**src/rtl/display_pkg.sv**
```systemverilog
// ---------------------------------------------------------------------------
// display_pkg
// Shared definitions for the display link blocks (display_link_arbiter and
// display_host). Holds the link FSM state encoding, the default data width
// and read timeout, and the width helpers used to size counters and
// requester indices.
// ---------------------------------------------------------------------------
package display_pkg;

    // Defaults shared with display_host.
    localparam int DISPLAY_DW      = 32;
    localparam int DISPLAY_TIMEOUT = 255;

    // Link transaction FSM encoding.
    typedef enum logic [1:0] {
        ST_IDLE    = 2'd0,
        ST_ISSUE   = 2'd1,
        ST_WAIT_RD = 2'd2,
        ST_RESP    = 2'd3
    } link_state_e;

    // Bits needed to index n requesters (at least one bit).
    function automatic int idx_width(input int n);
        return (n > 1) ? $clog2(n) : 1;
    endfunction

    // Bits needed to count from 0 up to limit inclusive.
    function automatic int cnt_width(input int limit);
        return (limit > 1) ? $clog2(limit + 1) : 1;
    endfunction

endpackage

```
**src/rtl/display_rr_pick.sv**
```systemverilog
// ---------------------------------------------------------------------------
// display_rr_pick
// Combinational round-robin winner search. Starting at ptr and moving upward
// with wrap-around, picks the first requester whose req bit is set.
//
// Ports:
//   req    in  NREQ  request vector
//   ptr    in  IW    highest-priority requester for this search
//   onehot out NREQ  one-hot winner (all-zero when req is all-zero)
//   index  out IW    binary index of the winner (0 when no winner)
// ---------------------------------------------------------------------------
module display_rr_pick
    import display_pkg::*;
#(
    parameter int NREQ = 4,
    localparam int IW  = idx_width(NREQ)
) (
    input  logic [NREQ-1:0] req,
    input  logic [IW-1:0]   ptr,
    output logic [NREQ-1:0] onehot,
    output logic [IW-1:0]   index
);

    logic found;

    // Two passes replace a modulo rotation: first the upper segment
    // [ptr, NREQ-1], then the wrapped segment [0, ptr-1].
    always_comb begin
        // NOTE: every output gets a default before the search so no path
        // leaves it unassigned, which would otherwise infer a latch.
        onehot = '0;
        index  = '0;
        found  = 1'b0;
        for (int i = 0; i < NREQ; i++) begin
            if (!found && req[i] && (i >= int'(ptr))) begin
                found     = 1'b1;
                onehot[i] = 1'b1;
                index     = IW'(i);
            end
        end
        for (int i = 0; i < NREQ; i++) begin
            if (!found && req[i] && (i < int'(ptr))) begin
                found     = 1'b1;
                onehot[i] = 1'b1;
                index     = IW'(i);
            end
        end
    end

endmodule

```
**src/rtl/display_link_arbiter.sv**
```systemverilog
// ---------------------------------------------------------------------------
// display_link_arbiter
// Shares one register-access link to the host serializer between NREQ
// requesters. One transaction is outstanding at a time: a round-robin grant
// in IDLE, the command handshake in ISSUE, a bounded wait for read data in
// WAIT_RD, and a one-cycle completion pulse in RESP.
//
// Ports:
//   c125           in   1        clock, rising edge
//   reset          in   1        synchronous, active-low
//   req_valid      in   NREQ     per-requester request
//   req_write      in   NREQ     per-requester direction (1 = write)
//   req_addr       in   NREQ*AW  per-requester address, requester 0 in LSBs
//   req_wdata      in   NREQ*DW  per-requester write data, requester 0 in LSBs
//   req_ready      out  NREQ     one-hot accept pulse
//   rsp_valid      out  NREQ     one-hot completion pulse
//   rsp_rdata      out  DW       read data (0 for writes and when idle)
//   rsp_timeout    out  1        read abandoned after TIMEOUT wait cycles
//   link_valid     out  1        command valid towards the serializer
//   link_write     out  1        command direction
//   link_addr      out  AW       command address
//   link_wdata     out  DW       command write data
//   link_ready     in   1        serializer accepts the command
//   link_rvalid    in   1        read data return strobe
//   link_rdata     in   DW       read data return
//   busy           out  1        a transaction is in progress
// ---------------------------------------------------------------------------
module display_link_arbiter
    import display_pkg::*;
#(
    parameter int NREQ    = 4,
    parameter int AW      = 8,
    parameter int DW      = DISPLAY_DW,
    parameter int TIMEOUT = DISPLAY_TIMEOUT
) (
    input  logic               c125,
    input  logic               reset,
    input  logic [NREQ-1:0]    req_valid,
    input  logic [NREQ-1:0]    req_write,
    input  logic [NREQ*AW-1:0] req_addr,
    input  logic [NREQ*DW-1:0] req_wdata,
    output logic [NREQ-1:0]    req_ready,
    output logic [NREQ-1:0]    rsp_valid,
    output logic [DW-1:0]      rsp_rdata,
    output logic               rsp_timeout,
    output logic               link_valid,
    output logic               link_write,
    output logic [AW-1:0]      link_addr,
    output logic [DW-1:0]      link_wdata,
    input  logic               link_ready,
    input  logic               link_rvalid,
    input  logic [DW-1:0]      link_rdata,
    output logic               busy
);

    localparam int IW = idx_width(NREQ);
    localparam int CW = cnt_width(TIMEOUT);

    link_state_e   state_q, state_d;
    logic [IW-1:0] rr_ptr_q, rr_ptr_d;
    logic [CW-1:0] cnt_q, cnt_d;
    logic [IW-1:0] idx_q, idx_d;
    logic          write_q, write_d;
    logic [AW-1:0] addr_q, addr_d;
    logic [DW-1:0] wdata_q, wdata_d;
    logic [DW-1:0] rdata_q, rdata_d;
    logic          timeout_q, timeout_d;

    logic [NREQ-1:0] pick_onehot;
    logic [IW-1:0]   pick_index;
    logic            grant;
    logic            cnt_hit;

    display_rr_pick #(.NREQ(NREQ)) u_pick (
        .req    (req_valid),
        .ptr    (rr_ptr_q),
        .onehot (pick_onehot),
        .index  (pick_index)
    );

    // No grant while reset is held, so nothing is accepted that the
    // reset edge would immediately discard.
    assign grant   = (state_q == ST_IDLE) && reset && (|pick_onehot);

    // This WAIT_RD cycle is the TIMEOUT-th one.
    assign cnt_hit = (cnt_q == CW'(TIMEOUT - 1));

    // -----------------------------------------------------------------------
    // State register
    // -----------------------------------------------------------------------
    always_ff @(posedge c125) begin
        // NOTE: non-blocking assignments so every flop samples pre-edge
        // values and the evaluation order of always blocks cannot matter.
        if (!reset) begin
            state_q <= ST_IDLE;
        end else begin
            state_q <= state_d;
        end
    end

    // -----------------------------------------------------------------------
    // Next-state logic
    // -----------------------------------------------------------------------
    always_comb begin
        state_d = state_q;
        unique case (state_q)
            ST_IDLE:    if (grant) state_d = ST_ISSUE;
            ST_ISSUE:   if (link_ready) state_d = write_q ? ST_RESP : ST_WAIT_RD;
            ST_WAIT_RD: if (link_rvalid || cnt_hit) state_d = ST_RESP;
            ST_RESP:    state_d = ST_IDLE;
            default:    state_d = ST_IDLE;
        endcase
    end

    // -----------------------------------------------------------------------
    // Datapath registers: pointer, wait counter, captured command, result
    // -----------------------------------------------------------------------
    always_ff @(posedge c125) begin
        // NOTE: the capture registers are reset as well as the control
        // state; there is no storage array here, and zeroing them keeps
        // every output deterministic straight out of reset.
        if (!reset) begin
            rr_ptr_q  <= '0;
            cnt_q     <= '0;
            idx_q     <= '0;
            write_q   <= 1'b0;
            addr_q    <= '0;
            wdata_q   <= '0;
            rdata_q   <= '0;
            timeout_q <= 1'b0;
        end else begin
            rr_ptr_q  <= rr_ptr_d;
            cnt_q     <= cnt_d;
            idx_q     <= idx_d;
            write_q   <= write_d;
            addr_q    <= addr_d;
            wdata_q   <= wdata_d;
            rdata_q   <= rdata_d;
            timeout_q <= timeout_d;
        end
    end

    always_comb begin
        rr_ptr_d  = rr_ptr_q;
        cnt_d     = cnt_q;
        idx_d     = idx_q;
        write_d   = write_q;
        addr_d    = addr_q;
        wdata_d   = wdata_q;
        rdata_d   = rdata_q;
        timeout_d = timeout_q;
        unique case (state_q)
            ST_IDLE: begin
                if (grant) begin
                    rr_ptr_d  = (pick_index == IW'(NREQ - 1)) ? '0 : pick_index + 1'b1;
                    idx_d     = pick_index;
                    write_d   = req_write[pick_index];
                    addr_d    = req_addr[pick_index*AW +: AW];
                    wdata_d   = req_wdata[pick_index*DW +: DW];
                    // Writes complete with zero data and no timeout.
                    rdata_d   = '0;
                    timeout_d = 1'b0;
                end
            end
            ST_ISSUE: begin
                if (link_ready) cnt_d = '0;
            end
            ST_WAIT_RD: begin
                cnt_d = cnt_q + 1'b1;
                // Returned data takes priority over a coincident timeout.
                if (link_rvalid) begin
                    rdata_d   = link_rdata;
                    timeout_d = 1'b0;
                end else if (cnt_hit) begin
                    rdata_d   = '1;
                    timeout_d = 1'b1;
                end
            end
            default: ;
        endcase
    end

    // -----------------------------------------------------------------------
    // Outputs: decoded from state so each one is zero outside its phase
    // -----------------------------------------------------------------------
    always_comb begin
        req_ready   = '0;
        rsp_valid   = '0;
        rsp_rdata   = '0;
        rsp_timeout = 1'b0;
        link_valid  = 1'b0;
        link_write  = 1'b0;
        link_addr   = '0;
        link_wdata  = '0;
        busy        = (state_q != ST_IDLE);
        unique case (state_q)
            ST_IDLE: begin
                if (grant) req_ready = pick_onehot;
            end
            ST_ISSUE: begin
                link_valid = 1'b1;
                link_write = write_q;
                link_addr  = addr_q;
                link_wdata = wdata_q;
            end
            ST_RESP: begin
                rsp_valid[idx_q] = 1'b1;
                rsp_rdata        = rdata_q;
                rsp_timeout      = timeout_q;
            end
            default: ;
        endcase
    end

endmodule

```
**config.mk**
```make
export PLATFORM = sky130hd
export DESIGN_NAME = display_link_arbiter
export DESIGN_NICKNAME = d
export VERILOG_FILES = /design/src/rtl/display_pkg.sv /design/src/rtl/display_rr_pick.sv /design/src/rtl/display_link_arbiter.sv
export SDC_FILE = /design/constraint.sdc
export NUM_CORES = 1
export LEC_CHECK = 0
export CORE_ASPECT_RATIO = 0.8
export CORE_MARGIN = 4
export CORE_UTILIZATION = 42
export CTS_CLUSTER_DIAMETER = 30
export CTS_CLUSTER_SIZE = 20
export DETAILED_ROUTE_END_ITERATION = 8
export HOLD_SLACK_MARGIN = 0.12
export PLACE_DENSITY_LB_ADDON = 0.25
export SETUP_SLACK_MARGIN = 0.2
export SLEW_MARGIN = 30
export SYNTH_ARGS = -nofsm -noshare
export SYNTH_HDL_FRONTEND = slang
export SYNTH_SLANG_ARGS = --single-unit
```
**constraint.sdc**
```tcl
create_clock -name c125 -period 4.3 [get_ports c125]
set_input_delay 1.075 -clock c125 [delete_from_list [all_inputs] [get_ports c125]]
set_output_delay 1.075 -clock c125 [all_outputs]
set_load 0.02 [all_outputs]
```
==> results.sh <==
export IMPL_status="finished clean"
export IMPL_coreArea_um2=11600
export IMPL_rsz0062_at_grt="no"
export IMPL_async_flop_share=0
export IMPL_synthesis_area_um2=5000
export IMPL_critPathLaunchType="input port"
export IMPL_dieHeight_um=106
export IMPL_cp_num_buf_inv=2
export IMPL_swShare=0.370
export IMPL_utilization=0.712
export IMPL_synth_top_flop_cell="dfxtp_1"
export IMPL_synth_cells=574
export IMPL_placed_cell_area_um2=7930
export IMPL_critical_path_class="in -> out"
export IMPL_maxSlewViolCount=0
export IMPL_m1WireLength_mm=7.17
export IMPL_drt_iter0_markers=297
export IMPL_dp_slack_ns=0.129
export IMPL_num_rows=35
export IMPL_setup_viol=0
export IMPL_syn_area_per_cell_um2=8.71
export IMPL_fp_dieArea_um2=13700
export IMPL_relSlewSlack=0.404
export IMPL_seq_power_share=0.331
export IMPL_crit_path_max_fanout=5
export IMPL_cp_arrival_ns=2.87
export IMPL_syn_to_final_growth_pct=64.8
export IMPL_cpMostUsedCell="and3_1"
export IMPL_cts_root_buf="clkbuf_16"
export IMPL_hold_class="reg -> reg"
export IMPL_r2r_end="timeout_q"
export IMPL_post_route_period_util=0.918
export IMPL_track_usage=0.246
export IMPL_ys_ff_latch=88
export IMPL_hold_start="rdata_q[19]"
export IMPL_fill_cells=891
export IMPL_r2r_start="state_q[0]"
export IMPL_p_leak_uw=0.00310
export IMPL_top_layer_used="met4"
export IMPL_powerDensity_nw_per_um2=428
export IMPL_postCtsHoldBufs=0
export IMPL_layout_area_seq_um2=1760
export IMPL_power_frac_comb=0.444
export IMPL_min_to="rdata_q[19]"
export IMPL_netSwitchingPower_uw=1300
export IMPL_internal_power_uw=2220
export IMPL_dr_wl_met3_mm=1.17
export IMPL_grt_antenna_before_repair=0
export IMPL_dp_cells=969
export IMPL_clock_sinks=88
export IMPL_nets=1042
export IMPL_tightest_slew_ns=0.894
export IMPL_finClkSkew_ns=0.00433
export IMPL_hpwl_mm=13.7
export IMPL_place_congestion=0.910
export IMPL_grt_max_degree=72
export IMPL_fin_crit_ns=3.95
export IMPL_htree_levels=3
export IMPL_hold_viol=0
export IMPL_first_pass_iters=5
export IMPL_start_util=0.432
export IMPL_yosys_cell_types_count=41
export IMPL_ios=288
export IMPL_grt_pass1_wl_mm=27.0
export IMPL_io_buffers=287
export IMPL_diodes=0
export IMPL_cts_buffers=9
export IMPL_cts_resized=4
export IMPL_fmax_mhz=253
export IMPL_drive_gt1_frac=0.0573
export IMPL_grt_overflow=0
export IMPL_wl_per_cell_um=18.0
export IMPL_min_path_cells=1
export IMPL_peakVddDrop_v=0.000248
export IMPL_crit_family="simple AND/OR/NAND/NOR gates"
export IMPL_instances_no_fill=985
export IMPL_cts_tree="built"
export IMPL_synth_yosys_warnings=0
export IMPL_crit_chain="clkdlybuf4s50_1 > or4_4 > and3_1 > and3_1 > dlygate4sd2_1"
export IMPL_post_cts_setup_buffers=0
export IMPL_rrSetupSlack_ns=1.68
export IMPL_cpPeakStageDelay_ns=0.54
export IMPL_vias=5362
export IMPL_stdcell_area_um2=8240
export IMPL_cp_slowest_cell="or4_4"
export IMPL_mostFrequentLayoutCell="clkdlybuf4s50_1"
export IMPL_mostFrequentLayoutCells="clkdlybuf4s50_1, dfxtp_1, and2_1"
export IMPL_fp_dieW_um=130
export IMPL_multiInputGateArea_um2=2930
export IMPL_syn_nets=784
export IMPL_dr_wl_met2_mm=9.04
export IMPL_synth_enable_flop_cells=0
export IMPL_finalSetupTns_ns=0
export IMPL_clock_latency_ns=0.33
export IMPL_via_per_inst=5.44
export IMPL_grt_pass1_vias=5343
export IMPL_totalWireLength_mm=17.7
export IMPL_ff2ff_path_depth=7
export IMPL_yosysSeqAreaShare=0.353
export IMPL_drv_cap=0
export IMPL_fin_ws_ns=0.354
export IMPL_clockBufferDepth=2
export IMPL_ant_nets=0
export IMPL_pwr_share_clk=0.225
export IMPL_cp_required_ns=3.22
export IMPL_clk_pin_slew_ns=0.06
export IMPL_setup_worst_path_end_class="output port"
export IMPL_route_detailed_drc=0
## cells by family (layout without fill, tap and decap cells)
family	after synthesis	in the layout	share of synthesized area
xor gates and xnor gates	5	5	0.00876
and+or+nand+nor	187	187	0.196
muxes	44	44	0.0881
buffers and inverters	64	327	0.0656
AOI/OAI and AO/OA	180	180	0.274
adders and majority gates	6	6	0.0150
DFF	88	88	0.353
## Yosys cell counts, drive strengths merged, types with 3 or more instances
| cell | n | area (um2) |
|---|---|---|
| nor3 | 4 | 20.0 |
| mux2i | 44 | 440 |
| o221ai | 42 | 368 |
| and2 | 76 | 475 |
| a21oi | 13 | 68.8 |
| inv | 8 | 30.0 |
| nand2 | 68 | 255 |
| and3 | 4 | 25.0 |
| or3 | 3 | 18.8 |
| xnor2 | 3 | 26.3 |
| clkbuf | 38 | 143 |
| a21boi | 18 | 135 |
| ha | 6 | 75.1 |
| buf | 18 | 155 |
| o21ai | 25 | 125 |
| dfxtp | 88 | 1760 |
| o211ai | 56 | 420 |
| nor2b | 5 | 31.3 |
| nand3 | 5 | 25.0 |
| a21bo | 18 | 180 |
| nor2 | 10 | 37.5 |
## worst max-delay path by stage
stage / startpoint / to / slack, ns / cells after the start
floorplan: req_valid[3] / req_ready[0] / 0.92 / 5
global placement: req_valid[3] / req_ready[0] / 0.15 / 5
detailed placement: req_valid[3] / req_ready[0] / 0.13 / 5
CTS: req_valid[3] / req_ready[0] / 0.36 / 5
global route: req_valid[0] / req_ready[2] / 0.31 / 6
finish: req_valid[3] / req_ready[0] / 0.35 / 5
## area by class of cell
cell class | count | area share
Tap cell | 148 | 0.0225
Multi-Input combinational cell | 422 | 0.355
Clock buffer | 10 | 0.0290
Timing Repair Buffer | 303 | 0.367
Sequential cell | 88 | 0.214
Inverter | 8 | 0.00365
Clock inverter | 6 | 0.00835
## worst register-to-register path: stages (launching register included)
cell	delay (ns)
dfxtp_1	0.35
inv_1	0.11
ha_1	0.60
nor2_1	0.13
or3_1	0.39
buf_4	0.20
and2_1	0.40
a22o_1	0.33
## flip-flops by register name, indices dropped and copies added, names as in the netlist
register and cells:
rdata_q 32, wdata_q 32, addr_q 8, cnt_q 8
idx_q 2, rr_ptr_q 2, state_q 2, timeout_q 1
write_q 1
## per-layer routing
metal,vias up,GRT usage
li1,2601,-
met3,22,0.0608
met1,2556,0.293
met5,-,0
met2,183,0.442
met4,0,0.0608
## power by group through the flow
stage | sequential [uW] | clock (uW) | combinational [uW]
2_1_floorplan | 1140 | 0 | 969
3_3_place_gp | 1160 | 0 | 1530
3_5_place_dp | 1180 | 0 | 1570
4_1_cts | 1160 | 815 | 1570
5_1_grt | 1190 | 847 | 1700
6_report | 1170 | 794 | 1560
## through the flow
| step | total power [uW] | hold slack [ns] |
|---|---|---|
| after global routing | 3740 | 0.471 |
| after global placement | 2690 | 0.428 |
| after CTS | 3550 | 0.454 |
| final | 3520 | 0.451 |
| after floorplan | 2110 | 0.416 |
| after detailed placement | 2750 | 0.435 |
No activity file was read; power rests on OpenSTA's default activity.
